### src/rtl/store_trace_buffer_pkg.sv
// Shared defaults and width helpers for the store trace buffer.
package store_trace_pkg;

  localparam int DEF_DATA_W = 32;
  localparam int DEF_ADDR_W = 16;
  localparam int DEF_DEPTH  = 8;
  localparam int DROP_W     = 16;

  // Occupancy must represent 0..depth inclusive, hence the extra bit.
  function automatic int cnt_width(input int depth);
    return $clog2(depth) + 1;
  endfunction

endpackage

### src/rtl/store_trace_buffer_if.sv
// Store capture bus: core store strobe and flush in, trace head and status out.
interface store_trace_buffer_if
  import store_trace_pkg::*;
#(
  parameter int DATA_W = DEF_DATA_W,
  parameter int ADDR_W = DEF_ADDR_W,
  parameter int DEPTH  = DEF_DEPTH
) ();

  localparam int CNT_W = cnt_width(DEPTH);

  logic              we;
  logic [ADDR_W-1:0] address;
  logic [DATA_W-1:0] write_data;
  logic              flush;
  logic              out_ready;
  logic              out_valid;
  logic [ADDR_W-1:0] out_addr;
  logic [DATA_W-1:0] out_data;
  logic [CNT_W-1:0]  count;
  logic              overflow;
  logic [DROP_W-1:0] drop_count;

  modport master (
    output we, address, write_data, flush, out_ready,
    input  out_valid, out_addr, out_data, count, overflow, drop_count
  );

  modport slave (
    input  we, address, write_data, flush, out_ready,
    output out_valid, out_addr, out_data, count, overflow, drop_count
  );

endinterface

### src/rtl/store_trace_buffer_sync_fifo.sv
// Single-clock FIFO with occupancy count; flush wins over push/pop.
// Head word is read combinationally from storage, so a push is visible one cycle later.
module sync_fifo #(
  parameter int W     = 48,
  parameter int DEPTH = 8,
  localparam int PTR_W = $clog2(DEPTH),
  localparam int CNT_W = PTR_W + 1
) (
  input  logic             clk,
  input  logic             rst,
  input  logic             push,
  input  logic             pop,
  input  logic             flush,
  input  logic [W-1:0]     wdata,
  output logic [W-1:0]     rdata,
  output logic [CNT_W-1:0] count,
  output logic             full,
  output logic             empty
);

  logic [W-1:0]     mem [DEPTH];
  logic [PTR_W-1:0] wr_ptr;
  logic [PTR_W-1:0] rd_ptr;

  // Power-of-two depth lets the pointers wrap by natural overflow.
  always_ff @(posedge clk or posedge rst) begin
    if (rst) begin
      wr_ptr <= '0;
      rd_ptr <= '0;
      count  <= '0;
    end else if (flush) begin
      wr_ptr <= '0;
      rd_ptr <= '0;
      count  <= '0;
    end else begin
      if (push) wr_ptr <= wr_ptr + 1'b1;
      if (pop)  rd_ptr <= rd_ptr + 1'b1;
      case ({push, pop})
        2'b10:   count <= count + 1'b1;
        2'b01:   count <= count - 1'b1;
        default: count <= count;
      endcase
    end
  end

  // Storage is deliberately left out of reset; pointers alone define validity.
  always_ff @(posedge clk) begin
    if (push && !flush) mem[wr_ptr] <= wdata;
  end

  assign rdata = mem[rd_ptr];
  assign full  = (count == CNT_W'(DEPTH));
  assign empty = (count == '0);

endmodule

### src/rtl/store_trace_buffer.sv
// Captures core stores inside an address window into a FIFO for a trace consumer,
// counting stores lost to a full buffer.
module store_trace_buffer
  import store_trace_pkg::*;
#(
  parameter int              DATA_W = DEF_DATA_W,
  parameter int              ADDR_W = DEF_ADDR_W,
  parameter int              DEPTH  = DEF_DEPTH,
  parameter logic [ADDR_W-1:0] WIN_LO = '0,
  parameter logic [ADDR_W-1:0] WIN_HI = '1
) (
  input  logic clk,
  input  logic rst,
  store_trace_buffer_if.slave bus
);

  localparam int WORD_W = ADDR_W + DATA_W;

  logic [ADDR_W:0]   lo_diff;
  logic [ADDR_W:0]   hi_diff;
  logic              in_window;
  logic              eligible;
  logic              pop;
  logic              push;
  logic              drop;
  logic              full;
  logic              empty;
  logic [WORD_W-1:0] head_word;

  // Borrow-out of an extended subtraction gives the unsigned compare without
  // tripping constant-compare warnings when a window edge is 0 or all-ones.
  assign lo_diff   = {1'b0, bus.address} - {1'b0, WIN_LO};
  assign hi_diff   = {1'b0, WIN_HI} - {1'b0, bus.address};
  assign in_window = !lo_diff[ADDR_W] && !hi_diff[ADDR_W];
  assign eligible  = bus.we && in_window;

  assign pop  = bus.out_valid && bus.out_ready;
  assign push = eligible && (!full || pop);
  assign drop = eligible && full && !pop;

  sync_fifo #(
    .W     (WORD_W),
    .DEPTH (DEPTH)
  ) u_fifo (
    .clk   (clk),
    .rst   (rst),
    .push  (push),
    .pop   (pop),
    .flush (bus.flush),
    .wdata ({bus.address, bus.write_data}),
    .rdata (head_word),
    .count (bus.count),
    .full  (full),
    .empty (empty)
  );

  assign bus.out_valid = !empty;
  assign bus.out_addr  = head_word[DATA_W +: ADDR_W];
  assign bus.out_data  = head_word[DATA_W-1:0];

  always_ff @(posedge clk or posedge rst) begin
    if (rst) begin
      bus.overflow   <= 1'b0;
      bus.drop_count <= '0;
    end else if (bus.flush) begin
      bus.overflow   <= 1'b0;
      bus.drop_count <= '0;
    end else if (drop) begin
      bus.overflow <= 1'b1;
      if (bus.drop_count != '1) bus.drop_count <= bus.drop_count + 1'b1;
    end
  end

endmodule
### src/flat_wrapper.sv
// flat-port wrapper written by rule: the top's interface ports become plain ports
module store_trace_buffer_flat import store_trace_pkg::*;
#(
  parameter int              DATA_W = DEF_DATA_W,
  parameter int              ADDR_W = DEF_ADDR_W,
  parameter int              DEPTH  = DEF_DEPTH,
  parameter logic [ADDR_W-1:0] WIN_LO = '0,
  parameter logic [ADDR_W-1:0] WIN_HI = '1
)
  (clk, rst, bus_we, bus_address, bus_write_data, bus_flush, bus_out_ready, bus_out_valid, bus_out_addr, bus_out_data, bus_count, bus_overflow, bus_drop_count);
  store_trace_buffer_if #(.DATA_W(DATA_W), .ADDR_W(ADDR_W), .DEPTH(DEPTH)) bus_i ();
  input  logic clk;
  input  logic rst;
  input wire logic [$bits(bus_i.we)-1:0] bus_we;
  input wire logic [$bits(bus_i.address)-1:0] bus_address;
  input wire logic [$bits(bus_i.write_data)-1:0] bus_write_data;
  input wire logic [$bits(bus_i.flush)-1:0] bus_flush;
  input wire logic [$bits(bus_i.out_ready)-1:0] bus_out_ready;
  output wire logic [$bits(bus_i.out_valid)-1:0] bus_out_valid;
  output wire logic [$bits(bus_i.out_addr)-1:0] bus_out_addr;
  output wire logic [$bits(bus_i.out_data)-1:0] bus_out_data;
  output wire logic [$bits(bus_i.count)-1:0] bus_count;
  output wire logic [$bits(bus_i.overflow)-1:0] bus_overflow;
  output wire logic [$bits(bus_i.drop_count)-1:0] bus_drop_count;
  assign bus_i.we = bus_we;
  assign bus_i.address = bus_address;
  assign bus_i.write_data = bus_write_data;
  assign bus_i.flush = bus_flush;
  assign bus_i.out_ready = bus_out_ready;
  assign bus_out_valid = bus_i.out_valid;
  assign bus_out_addr = bus_i.out_addr;
  assign bus_out_data = bus_i.out_data;
  assign bus_count = bus_i.count;
  assign bus_overflow = bus_i.overflow;
  assign bus_drop_count = bus_i.drop_count;
  store_trace_buffer #(.DATA_W(DATA_W), .ADDR_W(ADDR_W), .DEPTH(DEPTH), .WIN_LO(WIN_LO), .WIN_HI(WIN_HI)) u_core (.clk(clk), .rst(rst), .bus(bus_i));
endmodule
### config.mk
export PLATFORM = sky130hd
export DESIGN_NAME = store_trace_buffer_flat
export DESIGN_NICKNAME = d
export VERILOG_FILES = /design/src/rtl/store_trace_buffer_pkg.sv /design/src/rtl/store_trace_buffer_if.sv /design/src/rtl/store_trace_buffer_sync_fifo.sv /design/src/rtl/store_trace_buffer.sv /design/src/flat_wrapper.sv
export SDC_FILE = /design/constraint.sdc
export NUM_CORES = 1
export LEC_CHECK = 0
export ABC_CLOCK_PERIOD_IN_PS = 6070
export BUFFER_PORTS_ARGS = -buffer_cell sky130_fd_sc_hd__buf_2
export CORE_AREA = 4 4 234 236
export DETAILED_ROUTE_END_ITERATION = 7
export DIE_AREA = 0 0 238 240
export GPL_ROUTABILITY_DRIVEN = 0
export PLACE_DENSITY = 0.43
export SLEW_MARGIN = 10
export SYNTH_ARGS = -nofsm -noshare
export SYNTH_HDL_FRONTEND = slang
export SYNTH_SLANG_ARGS = --single-unit
### constraint.sdc
create_clock -name clk -period 6.07 [get_ports clk]
set_input_delay 0.607 -clock clk [delete_from_list [all_inputs] [get_ports clk]]
set_output_delay 0.607 -clock clk [all_outputs]
set_load 0.01 [all_outputs]
==> flow_metrics.env <==
export IMPL_status="finished clean"
export IMPL_worstSetupStartpointType="register"
export IMPL_cp_slowest_cell="dfrtp_4"
export IMPL_die_w_um=238
export IMPL_holdWs_ps=114
export IMPL_tritoncts="done"
export IMPL_start_util_pct=30.8
export IMPL_cts_hold_buffers=0
export IMPL_postCtsSetupRepairBufs=0
export IMPL_rows=84
export IMPL_rsz0062_at_grt="no"
export IMPL_cpPeakStageDelay_ps=990
export IMPL_root_buffer="clkbuf_16"
export IMPL_vias_per_cell=4.75
export IMPL_cts_buffers=45
export IMPL_ys_ff_latch=411
export IMPL_nets=958
export IMPL_critPathTopFamily="flip-flops"
export IMPL_hold_path_class="in2async"
export IMPL_crit_fanout=42
export IMPL_final_layout_size_suffix_gt1_share_pct=38.8
export IMPL_syn_area_mm2=0.0162
export IMPL_overflow=0
export IMPL_ios=123
export IMPL_hold_viol=0
export IMPL_wire_per_inst_um=22.0
export IMPL_dp_hpwl_um=19800
export IMPL_antenna_found_initial=5
export IMPL_core_mm2=0.0524
export IMPL_dieHeight_um=240
export IMPL_ys_flop_type="edfxtp_1"
export IMPL_design_die_area_mm2=0.0571
export IMPL_fin_skew_ps=19.3
export IMPL_synthXorXnorAreaFrac_pct=0.271
export IMPL_fin_setup_tns_ps=0
export IMPL_synthAdderAreaFrac_pct=0.387
export IMPL_rr_startpoint="u_core.u_fifo.count[0]$_DFFE_PP0P_"
export IMPL_p_seq_share_pct=47.2
export IMPL_synth_area_leaders="edfxtp_1 (71%), mux4_2 (13%), dfrtp_1 (4.2%)"
export IMPL_synth_top_area_cell="edfxtp_1"
export IMPL_synth_area_per_cell_um2=21.5
export IMPL_r2r_end="u_core.u_fifo.mem[6][32]$_DFFE_PP_"
export IMPL_p_per_area_mw_per_mm2=368
export IMPL_swShare_pct=24.8
export IMPL_total_leakage_power_uw=0.00612
export IMPL_clk_latency_ps=560
export IMPL_slew_headroom_pct=27.5
export IMPL_synthMuxAreaShare_pct=17.2
export IMPL_worst_pin_slew_ps=1080
export IMPL_grt_pass1_vias=8374
export IMPL_period_needed_ps=3880
export IMPL_critical_path_class="reg2out"
export IMPL_r2r_setup_slack_ps=3010
export IMPL_required_ps=5460
export IMPL_cts_buffer_depth=3
export IMPL_p_int_uw=5250
export IMPL_cts_htree_levels=2
export IMPL_drt_total_wl_um=35600
export IMPL_synth_compound_area_share_pct=1.85
export IMPL_synth_most_common_cell="edfxtp_1"
export IMPL_dp_cells=1541
export IMPL_grt_usage_pct=12.6
export IMPL_worstPathArrival_ps=3270
export IMPL_vdd_drop_max_uv=196
export IMPL_combPwrFrac_pct=16.0
export IMPL_path_buf_inv=2
export IMPL_vias=7702
export IMPL_seq_area_frac_synth_pct=75.6
export IMPL_ys_types=55
export IMPL_cts_resized=0
export IMPL_syn_nets=810
export IMPL_maxCapViolations=0
export IMPL_synthCells=752
export IMPL_yosysTopAreaCellShare_pct=71.4
export IMPL_postSynth_asyncResetShare_pct=6.57
export IMPL_crit_chain="buf_4, mux4_2, mux2_2, buf_2"
export IMPL_finalNonFillerCells=1621
export IMPL_drc=0
export IMPL_numClockSinks=411
export IMPL_rr_worst_depth=5
export IMPL_power_frac_clock_pct=36.8
export IMPL_yosys_warnings=0
export IMPL_fin_crit_sh_pct=63.9
export IMPL_drt_pass1_iter_count=4
export IMPL_area_delta_synth_final_pct=17.7
export IMPL_grt_max_degree=49
export IMPL_setup_viol=0
export IMPL_p_switching_uw=1730
export IMPL_drtAntennaViolNets=0
export IMPL_clk_pin_slew_ps=60
export IMPL_drt_initial_drc_count=383
export IMPL_synth_top_family_by_area="multiplexers"
export IMPL_max_clock_freq_mhz=258
export IMPL_port_buffers=122
export IMPL_slew_viol_final=0
export IMPL_synthTopCellsByCount="edfxtp_1 (384), mux4_2 (96), mux2_2 (50)"
export IMPL_synth_edf_count=384
export IMPL_cp_end_kind="output pin"
export IMPL_synth_simple_area_share_pct=3.43
export IMPL_grt_pass1_wl_um=54400
## worst max path at each step
stage | startpoint | to | cells past startpoint
floorplan | bus_we | u_core.u_fifo.mem[0][0]$_DFFE_PP_ | 4
global placement | bus_flush | u_core.u_fifo.mem[3][36]$_DFFE_PP_ | 5
detailed placement | bus_flush | u_core.u_fifo.mem[3][42]$_DFFE_PP_ | 5
CTS | u_core.u_fifo.rd_ptr[0]$_DFFE_PP0P_ | bus_out_addr[14] | 4
global route | u_core.u_fifo.rd_ptr[0]$_DFFE_PP0P_ | bus_out_addr[14] | 4
finish | u_core.u_fifo.rd_ptr[0]$_DFFE_PP0P_ | bus_out_addr[14] | 4
## layout by cell type (no fill, tap or decap), types with 3 or more instances in the layout
cell,synthesis,routed
clkinv_1,0,8
o31ai_1,7,7
nand2b_1,5,5
ha_1,5,5
buf_4,4,15
or4_1,8,8
inv_1,11,11
dfrtp_1,27,24
mux2_2,50,50
nor2_1,16,10
nor3_1,6,4
o21ai_0,4,4
clkbuf_16,0,46
edfxtp_1,384,384
buf_2,13,122
and2_1,3,3
and3_1,3,3
nand4_1,4,4
or3_1,3,3
nor2_4,0,6
o211ai_1,4,4
nand3_1,9,9
clkinv_2,0,5
nor2b_1,4,4
mux4_2,96,96
xor2_1,4,4
nand2_1,10,10
a21oi_1,16,16
clkbuf_1,15,14
o21a_1,4,4
## stage by stage
stage / utilization [%] / setup slack, ps / instance area, um^2 / total power, uW
4_1_cts: 36.2 / 1970 / 19000 / 7150
6_report: 36.2 / 2190 / 19000 / 6990
3_3_place_gp: 33.6 / 2550 / 17600 / 4530
2_1_floorplan: - / 1020 / 16200 / 4150
5_1_grt: 36.2 / 1880 / 19000 / 7350
3_5_place_dp: 33.6 / 2500 / 17600 / 4520
## sequential cells by signal, summed over array words and instances (netlist names)
name	cells
u_core.bus.drop_count	16
u_core.u_fifo.rd_ptr	3
u_core.u_fifo.wr_ptr	3
u_core.u_fifo.mem	384
u_core.u_fifo.count	4
u_core.bus.overflow	1
## worst register-to-register path, cell delays in order, from the launching register on
cell and delay [ps]:
dfrtp_1 540, or3_2 210, o21ai_1 120, or3_1 490, nor2_4 870, buf_4 480
## cell type report
| class | instances | area, um^2 |
|---|---|---|
| clock inverter | 18 | 160 |
| timing repair buffer | 137 | 723 |
| sequential | 411 | 12200 |
| tap | 688 | 861 |
| multi-input combinational | 294 | 3790 |
| fill | 4833 | 33400 |
| clock buffer | 61 | 1220 |
| antenna | 1 | 2.50 |
| inverter | 11 | 41.3 |
## cell families after synthesis
| family | after synthesis |
|---|---|
| multiplexers | 150 |
| AO/OA/AOI/OAI | 46 |
| adder cells (fa/ha/maj) | 5 |
| AND/OR/NAND/NOR | 88 |
| flip-flops | 411 |
| XOR/XNOR | 5 |
| buffers and inverters | 47 |
## power groups by stage
stage                     combinational (uW)  sequential (uW)  clock [uW]
after floorplan                          877             3270           0
after global placement                  1160             3370           0
after detailed placement                1150             3370           0
after CTS                               1160             3310        2680
after global routing                    1220             3320        2800
final                                   1120             3300        2570
## routing by layer
| metal | part of all wire, % | track usage (%) | vias to the layer above | wire length (um) |
|---|---|---|---|---|
| li1 | - | - | 3444 | - |
| met1 | 44 | 16.6 | 4059 | 15700 |
| met2 | 50 | 21.2 | 135 | 17600 |
| met3 | 4.3 | 2.83 | 58 | 1520 |
| met4 | 2.1 | 3.47 | 6 | 731 |
| met5 | 0.095 | 0 | - | 34 |
Note: power is estimated with default switching activity, not from simulation.
